[src/rtl/textterm_pkg.sv]
// Shared constants and types for the textterm character grid and terminal write engine.
package textterm_pkg;

    localparam logic [7:0] CH_CR         = 8'h0D;
    localparam logic [7:0] CH_LF         = 8'h0A;
    localparam logic [7:0] CH_BS         = 8'h08;
    localparam logic [7:0] CH_FF         = 8'h0C;
    localparam logic [7:0] BLANK_DEFAULT = 8'h20;

    typedef enum logic [1:0] {
        IDLE,
        CLEAR_ROW,
        CLEAR_ALL
    } state_e;

endpackage

[src/rtl/textterm_xdiv.sv]
// Read-path stage 1: splits the pixel column into character column and glyph sub-column
// using a comparator chain instead of a divider.
module textterm_xdiv
    import textterm_pkg::*;
#(
    parameter int GLYPH_W  = 6,
    parameter int X_BITS   = 8,
    parameter int COL_BITS = 6
) (
    input  logic                clk,
    input  logic                reset_n,
    input  logic [X_BITS-1:0]   lcd_x,
    output logic [COL_BITS-1:0] col,
    output logic                col_oor,
    output logic [2:0]          sub
);

    localparam int MAXC = ((2 ** X_BITS) - 1) / GLYPH_W;

    int                  col_i;
    logic [COL_BITS-1:0] col_d, col_q;
    logic                oor_d, oor_q;
    logic [2:0]          sub_d, sub_q;

    always_comb begin
        col_i = 0;
        for (int k = 1; k <= MAXC; k++) begin
            if (int'(lcd_x) >= k * GLYPH_W) col_i = k;
        end
        sub_d = 3'(int'(lcd_x) - col_i * GLYPH_W);
        col_d = COL_BITS'(col_i);
        // columns beyond the storage stride would alias after truncation
        oor_d = (col_i >= (2 ** COL_BITS));
    end

    always_ff @(posedge clk or negedge reset_n) begin
        if (!reset_n) begin
            col_q <= '0;
            oor_q <= 1'b0;
            sub_q <= '0;
        end else begin
            col_q <= col_d;
            oor_q <= oor_d;
            sub_q <= sub_d;
        end
    end

    assign col     = col_q;
    assign col_oor = oor_q;
    assign sub     = sub_q;

endmodule

[src/rtl/textterm.sv]
// COLS x ROWS text buffer with 2-cycle LCD scan read, terminal-style stream writer,
// hardware scroll through a rotating top-row pointer, and a direct absolute write port.
//
// state     | meaning
// IDLE      | accepting stream characters and direct writes
// CLEAR_ROW | blanking the new bottom row after a scroll
// CLEAR_ALL | blanking every cell, then homing cursor and top pointer
module textterm
    import textterm_pkg::*;
#(
    parameter int         COLS     = 40,
    parameter int         ROWS     = 8,
    parameter int         COL_BITS = 6,
    parameter int         ROW_BITS = 3,
    parameter int         GLYPH_W  = 6,
    parameter int         X_BITS   = 8,
    parameter logic [7:0] BLANK    = BLANK_DEFAULT
) (
    input  logic                clk,
    input  logic                reset_n,
    input  logic [X_BITS-1:0]   lcd_x,
    input  logic [ROW_BITS-1:0] lcd_y,
    output logic [7:0]          char,
    output logic [2:0]          subcol,
    input  logic                in_valid,
    input  logic [7:0]          in_data,
    output logic                in_ready,
    input  logic                wr_strobe,
    input  logic [COL_BITS-1:0] wr_x,
    input  logic [ROW_BITS-1:0] wr_y,
    input  logic [7:0]          wr_data,
    output logic [COL_BITS-1:0] cursor_x,
    output logic [ROW_BITS-1:0] cursor_y,
    output logic                busy
);

    localparam int                  AW       = ROW_BITS + COL_BITS;
    localparam logic [COL_BITS-1:0] LAST_COL = COL_BITS'(COLS - 1);
    localparam logic [ROW_BITS-1:0] LAST_ROW = ROW_BITS'(ROWS - 1);

    logic [7:0] mem [0:(2**AW)-1];

    logic [COL_BITS-1:0] col_s1;
    logic                oor_s1;
    logic [2:0]          sub_s1;
    logic [ROW_BITS-1:0] phys_d, phys_q;
    logic [7:0]          char_d, char_q;
    logic [2:0]          subcol_d, subcol_q;

    state_e              state_d, state_q;
    logic [COL_BITS-1:0] clr_col_d, clr_col_q;
    logic [ROW_BITS-1:0] clr_row_d, clr_row_q;
    logic [COL_BITS-1:0] cur_x_d, cur_x_q;
    logic [ROW_BITS-1:0] cur_y_d, cur_y_q;
    logic [ROW_BITS-1:0] top_d, top_q;

    logic                we;
    logic [AW-1:0]       waddr;
    logic [7:0]          wdata;
    logic                ready_c;
    logic                do_nl;
    logic [ROW_BITS-1:0] wr_row, cur_row, bot_row;

    textterm_xdiv #(
        .GLYPH_W  (GLYPH_W),
        .X_BITS   (X_BITS),
        .COL_BITS (COL_BITS)
    ) u_xdiv (
        .clk     (clk),
        .reset_n (reset_n),
        .lcd_x   (lcd_x),
        .col     (col_s1),
        .col_oor (oor_s1),
        .sub     (sub_s1)
    );

    always_comb begin
        phys_d   = lcd_y + top_q;
        subcol_d = sub_s1;
        // mem read sees pre-write contents on a same-cycle write
        if (oor_s1 || int'(col_s1) >= COLS) char_d = BLANK;
        else                                char_d = mem[{phys_q, col_s1}];
    end

    always_comb begin
        wr_row  = wr_y + top_q;
        cur_row = cur_y_q + top_q;
        bot_row = top_q - ROW_BITS'(1);
    end

    always_comb begin
        state_d   = state_q;
        clr_col_d = clr_col_q;
        clr_row_d = clr_row_q;
        cur_x_d   = cur_x_q;
        cur_y_d   = cur_y_q;
        top_d     = top_q;
        we        = 1'b0;
        waddr     = '0;
        wdata     = BLANK;
        ready_c   = 1'b0;
        do_nl     = 1'b0;

        if (wr_strobe && int'(wr_x) < COLS) begin
            we    = 1'b1;
            waddr = {wr_row, wr_x};
            wdata = wr_data;
        end

        case (state_q)
            IDLE: begin
                ready_c = !wr_strobe;
                if (in_valid && !wr_strobe) begin
                    case (in_data)
                        CH_CR: cur_x_d = '0;
                        CH_LF: do_nl = 1'b1;
                        CH_BS: if (cur_x_q != '0) cur_x_d = cur_x_q - COL_BITS'(1);
                        CH_FF: begin
                            state_d   = CLEAR_ALL;
                            clr_col_d = '0;
                            clr_row_d = '0;
                        end
                        default: begin
                            we    = 1'b1;
                            waddr = {cur_row, cur_x_q};
                            wdata = in_data;
                            if (cur_x_q == LAST_COL) begin
                                cur_x_d = '0;
                                do_nl   = 1'b1;
                            end else begin
                                cur_x_d = cur_x_q + COL_BITS'(1);
                            end
                        end
                    endcase
                end
            end
            CLEAR_ROW: begin
                if (!wr_strobe) begin
                    we    = 1'b1;
                    waddr = {bot_row, clr_col_q};
                    if (clr_col_q == LAST_COL) begin
                        clr_col_d = '0;
                        state_d   = IDLE;
                    end else begin
                        clr_col_d = clr_col_q + COL_BITS'(1);
                    end
                end
            end
            CLEAR_ALL: begin
                if (!wr_strobe) begin
                    we    = 1'b1;
                    waddr = {clr_row_q, clr_col_q};
                    if (clr_col_q == LAST_COL) begin
                        clr_col_d = '0;
                        if (clr_row_q == LAST_ROW) begin
                            clr_row_d = '0;
                            cur_x_d   = '0;
                            cur_y_d   = '0;
                            top_d     = '0;
                            state_d   = IDLE;
                        end else begin
                            clr_row_d = clr_row_q + ROW_BITS'(1);
                        end
                    end else begin
                        clr_col_d = clr_col_q + COL_BITS'(1);
                    end
                end
            end
            default: state_d = CLEAR_ALL;
        endcase

        // scrolling at the bottom: new bottom is the old top row
        if (do_nl) begin
            if (cur_y_q != LAST_ROW) begin
                cur_y_d = cur_y_q + ROW_BITS'(1);
            end else begin
                top_d     = top_q + ROW_BITS'(1);
                clr_col_d = '0;
                state_d   = CLEAR_ROW;
            end
        end
    end

    always_ff @(posedge clk) begin
        if (we) mem[waddr] <= wdata;
    end

    always_ff @(posedge clk or negedge reset_n) begin
        if (!reset_n) begin
            phys_q    <= '0;
            char_q    <= BLANK;
            subcol_q  <= '0;
            state_q   <= CLEAR_ALL;
            clr_col_q <= '0;
            clr_row_q <= '0;
            cur_x_q   <= '0;
            cur_y_q   <= '0;
            top_q     <= '0;
        end else begin
            phys_q    <= phys_d;
            char_q    <= char_d;
            subcol_q  <= subcol_d;
            state_q   <= state_d;
            clr_col_q <= clr_col_d;
            clr_row_q <= clr_row_d;
            cur_x_q   <= cur_x_d;
            cur_y_q   <= cur_y_d;
            top_q     <= top_d;
        end
    end

    assign char     = char_q;
    assign subcol   = subcol_q;
    assign in_ready = ready_c;
    assign cursor_x = cur_x_q;
    assign cursor_y = cur_y_q;
    assign busy     = (state_q != IDLE);

endmodule

[config.mk]
export PLATFORM = sky130hd
export DESIGN_NAME = textterm
export DESIGN_NICKNAME = d
export VERILOG_FILES = /design/src/rtl/textterm_pkg.sv /design/src/rtl/textterm_xdiv.sv /design/src/rtl/textterm.sv
export SDC_FILE = /design/constraint.sdc
export NUM_CORES = 2
export LEC_CHECK = 0
export BUFFER_PORTS_ARGS = -buffer_cell sky130_fd_sc_hd__buf_2
export CAP_MARGIN = 40
export CORE_MARGIN = 5
export CORE_UTILIZATION = 30
export DETAILED_ROUTE_END_ITERATION = 10
export HOLD_SLACK_MARGIN = 0.02
export RECOVER_POWER = 100
export SYNTH_ARGS = -nofsm -noshare
export SYNTH_HDL_FRONTEND = slang
export SYNTH_HIERARCHICAL = 1
export SYNTH_SLANG_ARGS = --single-unit
[constraint.sdc]
create_clock -name clk -period 21.8 [get_ports clk]
set_input_delay 4.36 -clock clk [delete_from_list [all_inputs] [get_ports clk]]
set_output_delay 4.36 -clock clk [all_outputs]
set_load 0.02 [all_outputs]
# == Yosys cells after proc, flatten, opt, wreduce, memory -nomap -nowiden ==
# Memories as Yosys holds them, arrays and structs flattened.
# Index checks and enable logic that the tools add are counted.
# classes
add_sub_neg,11
mul,1
magnitude_cmp,45
n_eq_ne,17
n_mux,108
n_reduce_logical,14
# op_table
op,count
two-way mux 32 bit,41
"greater-or-equal comparator 8 bit, second input constant",21
"greater-or-equal comparator 8 x 7 -> 1 bit, second input constant",11
two-way mux 6 bit,12
two-way mux 3 bit,17
two-way mux 9 bit,5
"greater-or-equal comparator 8 x 6 -> 1 bit, second input constant",5
two-way mux 8 bit,5
"== test 8 x 4 -> 1 bit, second input constant",4
"greater-or-equal comparator 32 x 8 -> 1 bit, second input constant",1
"multiplier 32 x 3 -> 2 bit, second input constant",1
case mux 9 bit (3 select lines),1
"greater-or-equal comparator 8 x 5 -> 1 bit, second input constant",3
case mux 6 bit (2 select lines),2
two-way mux 2 bit,9
case mux 6 bit (3 select lines),1
"adder 6 x 1 -> 6 bit, second input constant",2
"== test 6 bit, second input constant",2
two-way mux 1 bit,11
"!= test 2 bit, second input constant",5
"adder 3 x 1 -> 3 bit, second input constant",3
adder 3 bit,3
"greater-or-equal comparator 8 x 3 -> 1 bit, second input constant",1
"greater-or-equal comparator 8 x 4 -> 1 bit, second input constant",1
other kinds (24),29
# totals
reg_bits,47
ram_bits,4096
in_bits,40
elab_cells,209
mem_count,1
# mem_list
name,words,width,read_ports,rd_clocked_by_memory_dff,write_ports,line_no,text
mem,512,8,1,0,1,textterm.sv:41,logic [7:0] mem [0:(2**AW)-1];

# == Depth between registers and ports, before layout ==
# logic_depth
depth_word,45
mapped_depth,15

# == Hierarchy ==
# The synthesis kept the hierarchy.
# by_module_without_submodules
module,instances,cells_per_inst,area_each_um2,seq_area_each_um2
textterm,1,8256,163331.6,123926.4
textterm_xdiv,1,135,975.9,225.2

# == Worst setup path after synthesis ==
# OpenSTA, ideal clock, no wires.
# synth_timing
kind,input to register
start,input in_data[5]
end,memory mem[0][5] (data pin)
setup_ps,2947
t_arrival_ps,18674
slack_ps,180
stages,3
path_cell_list,nor4_4 > a41oi_2 > a21oi_1
# synth_between
elab_chain_cells,5
elab_cells_between_ends,8
cone_classes,eq/ne: 4; mux: 3; reduce/logical: 1
# synth_lines
element,line_no,text
from (decl),textterm.sv:26,"input logic [7:0] in_data,"
== test 8 x 4 -> 1 bit,textterm.sv:114,case (in_data)
OR reduction 4 bit (no line),--,
two-way mux 8 bit *,textterm.sv:114,
two-way mux 8 bit *,textterm.sv:113,if (in_valid && !wr_strobe) begin
two-way mux 8 bit *,textterm.sv:110,case (state_q)
via wdata[5],textterm.sv:59,logic [7:0] wdata;
to (decl),textterm.sv:41,
# Mark *: on every way through the listed nets, which the timed path passes. The rest lies on a longest branch.

# == Final worst setup path ==
# layout_timing
start,input wr_strobe
end,memory mem[87][3] (data pin)
# layout_between
elab_chain_cells,5
elab_cells_between_ends,7
cone_classes,mux: 4; reduce/logical: 3
# layout_lines
element,line_no,text
from (decl),textterm.sv:28,"input logic wr_strobe,"
logical AND 1 bit,textterm.sv:104,if (wr_strobe && int'(wr_x) < COLS) begin
two-way mux 8 bit,textterm.sv:104,
two-way mux 8 bit,textterm.sv:114,
two-way mux 8 bit,textterm.sv:113,
two-way mux 8 bit *,textterm.sv:110,
via wdata[3],textterm.sv:59,
# Marks and branches as above.

==> run summary <==
====================================================================================
Residual DRC count                                                                 0
Post-synthesis sequential area ratio                                           0.756
Placement Rows                                                                   271
Quantity of gates resized following cts                                            0
WP data arrival                                                             15.37 ns
Number of hold violations in the final report                                      0
Most common cell in the netlist                                         sky130_fd_sc_hd__edfxtp_1
Number of synthesized flops with an enable pin                                  4096
Post-synthesis compound-gate area fraction                                    0.0442
Largest buffer count on any clock path                                             4
Final instance count without filler cells                                      16200
Combined global-route utilization of all metal layers                          0.178
Fin nets                                                                        8679
Max-slew headroom                                                              -4.52
Number of filler instances in the final layout                                 50600
Buffers inserted during post-CTS setup optimization                                0
Ys flop type                                                            sky130_fd_sc_hd__edfxtp_1
CTS Hold Bufs                                                                      0
Die span in x                                                                 750 µm
DRC marker count from the first detailed-route iteration                       14900
Routed Wire Length                                                         517000 µm
Final critical-path required period                                         15.20 ns
Average routed wire per standard cell                                        31.9 µm
Outcome                                                                 complete, but fails checks
Number of antenna violations at the first check in global routing                 45
Clock tree from TritonCTS                                                        yes
Top post-synthesis cells by area                                        sky130_fd_sc_hd__edfxtp_1 (75%), sky130_fd_sc_hd__mux4_2 (10%), sky130_fd_sc_hd__mux2i_1 (3.3%)
Dominant combinational cell family by area after synthesis              multiplexers
Number of storage elements in the synthesis netlist                             4142
Largest net degree at the start of global routing                                152
Peak supply drop                                                         0.0000828 V
Crit path launch type                                                      input pin
CTS root buf                                                            sky130_fd_sc_hd__clkbuf_16
Fraction of synthesized area in multiplexers                                   0.144
Proportion of synthesized flip-flops having asynchronous set or reset         0.0111
Slowest-stage cell, CP                                                  sky130_fd_sc_hd__clkbuf_1
Pwr per Cell Area                                                         101 nW/µm²
Vias post-DR                                                                   89800
Latest clock arrival within the worst-skew pair                              1.02 ns
Longest individual stage delay on the worst path                             2.61 ns
Wire length of the first global-routing pass                               714000 µm
Share of the synthesized area in the top cell type                             0.749
Xor-xnor portion of the synthesized cell area                               0.000632
Mapped Nets                                                                     8452
Post-Synth Simple-Gate Area                                                   0.0320
Core Box Area                                                             545000 µm²
Final sum of negative setup slack                                               0 ns
Max Clock Skew                                                              0.134 ns
Synth warnings                                                                     6
Static Leak                                                                  57.8 nW
Setup repair after global routing missed its margin                               no
Num CTS Buffers                                                                  398
Die Footprint                                                             563000 µm²
Vertical die dimension                                                        750 µm
Max-cap check violation count                                                     72
Crit Path Max Fanout                                                             151
Grt total ovfl                                                                     0
Critical Path Most Common Cell                                          sky130_fd_sc_hd__clkbuf_1
Mapped Area                                                               164000 µm²
Final Slew Violations                                                           3579
Starting Density                                                               0.301
Category of the worst setup path capture point                              register
First-pass detailed-route iteration total                                          7
Startpoint-to-endpoint class of the critical path                             in2reg
List of cells traversed by the critical path                            clkbuf_1, nand3b_1, a41oi_1, a22o_1, clkbuf_1, clkbuf_1, buf_12, clkbuf_1, clkbuf_1
Multi-input gate area in the final layout                                  36800 µm²
Class of the most critical hold timing path                                  reg2reg
Max frequency                                                             0.0658 GHz
Transition time of the tightest slew-check pin                               8.28 ns
Final weighted congestion in routability-driven placement                      0.925
Seq. cell area                                                            124000 µm²
Final setup fails                                                                  0
Top Ports                                                                         62
Tcrit/Tclk final                                                               0.697
Register clock-pin slew on the reported worst setup and hold paths           0.06 ns
CTS H-tree lvls                                                                    5
Total chip power                                                            0.0188 W
Via count of the first global-routing pass                                     87400
Worst setup slack after placement                                           12.34 ns
Via density                                                                     5.54
Count of input and output buffers                                                 61
Count of distinct cell types in the synthesized netlist                          100
Adder and majority cell fraction of the synthesized area                     0.00174
Final HPWL from detailed placement                                         317000 µm
Post-synthesis cell type with the largest combined area                 sky130_fd_sc_hd__edfxtp_1
Antenna-violating nets left                                                        0
Required time at the endpoint of the critical path                          21.97 ns
Register-to-Register Setup Slack                                             7.66 ns
Minimum setup slack in the final design                                      6.60 ns
Layout Utilization                                                             0.342
Mean cell area of the mapped netlist                                        19.6 µm²
Violated checks                                                         max-capacitance violations, max-slew violations
Fraction of final layout cells with drive strength greater than 1              0.197
Number of placed cells counting well taps                                      15400
Cells after synthesis                                                           8391
Leading post-synthesis cells by instance count                          sky130_fd_sc_hd__edfxtp_1 (4096), sky130_fd_sc_hd__mux4_2 (753), sky130_fd_sc_hd__nor2_1 (636)
Area growth, synth to finish                                                   13.3%
Number of clock sinks seen by CTS                                               4142
====================================================================================
## stage by stage
step | hold slack [ns] | instance area (µm²)
6_report | 0.344 | 186000
2_1_floorplan | 0.331 | 164000
5_1_grt | 0.346 | 186000
3_5_place_dp | 0.335 | 174000
4_1_cts | 0.348 | 187000
3_3_place_gp | 0.335 | 172000
## layout by cell type (no fill, tap or decap), drive strengths merged, types with 23 or more instances in the layout
| cell | synthesis | routed |
|---|---|---|
| edfxtp | 4096 | 4096 |
| mux4 | 769 | 769 |
| nor2 | 637 | 637 |
| clkbuf | 201 | 563 |
| mux2i | 535 | 535 |
| nand2 | 261 | 261 |
| buf | 335 | 249 |
| a21oi | 192 | 192 |
| o21ai | 189 | 189 |
| clkinv | 3 | 182 |
| a22oi | 111 | 111 |
| a221oi | 100 | 100 |
| o22ai | 93 | 93 |
| nand3 | 93 | 93 |
| mux2 | 83 | 83 |
| nor3 | 59 | 59 |
| bufinv | 0 | 52 |
| inv | 33 | 49 |
| a221o | 45 | 45 |
| dfrtp | 44 | 44 |
| a31oi | 42 | 42 |
| a211oi | 39 | 39 |
| o221ai | 36 | 36 |
| clkinvlp | 0 | 33 |
| o31ai | 25 | 25 |
| nand2b | 23 | 23 |
| nor2b | 23 | 23 |
## power breakdown
part / switching [W] / internal, W / total [W]
clock: 0.00310 / 0.00402 / 0.00712
sequential: 0.0000601 / 0.00900 / 0.00906
combinational: 0.00184 / 0.000758 / 0.00260
total: 0.00500 / 0.0138 / 0.0188
## cell families after synthesis
group,after synthesis
other,1
buffers and inverters,572
adder cells (fa/ha/maj),21
flip-flops,4142
XOR/XNOR,11
AND/OR/NAND/NOR,1214
AO/OA/AOI/OAI,1043
multiplexers,1387
## registers in the layout (all words and copies together) (netlist names), 6 cells and up
name        flops
mem          4096
clr_col_q       6
u_xdiv/col      6
char            8
cursor_x        6
## per-layer routing
metal	share of wire	track usage
met1	0.37	0.238
met2	0.45	0.275
met3	0.12	0.0457
met4	0.050	0.0738
met5	0.00022	0
## cell type report
type | instances | share of cell area
flip-flops and latches | 4142 | 0.667
multi-input cells | 3677 | 0.198
clock buffers | 453 | 0.0549
well taps | 7234 | 0.0486
clock inverters | 280 | 0.0170
repair buffers | 363 | 0.0141
inverters | 36 | 0.000786
diodes | 20 | 0.000269
## worst paths after layout
check,from,to,cells after the start
setup / recovery,wr_strobe,mem[87][3],9
hold / removal,u_xdiv/sub[0],subcol[0],0
setup reg to reg,u_xdiv/col[0],char[4],13
hold reg to reg,u_xdiv/sub[0],subcol[0],0
max in group asynchronous,reset_n,phys_q[0],2
min in group asynchronous,reset_n,u_xdiv/sub[2],1
## critical path: cells and delay by family
kind | cells | cell delay (ns)
buffers and inverters | 6 | 8.89
AO/OA/AOI/OAI | 2 | 1.67
AND/OR/NAND/NOR | 1 | 0.31
No activity file was read; power rests on OpenSTA's default activity.
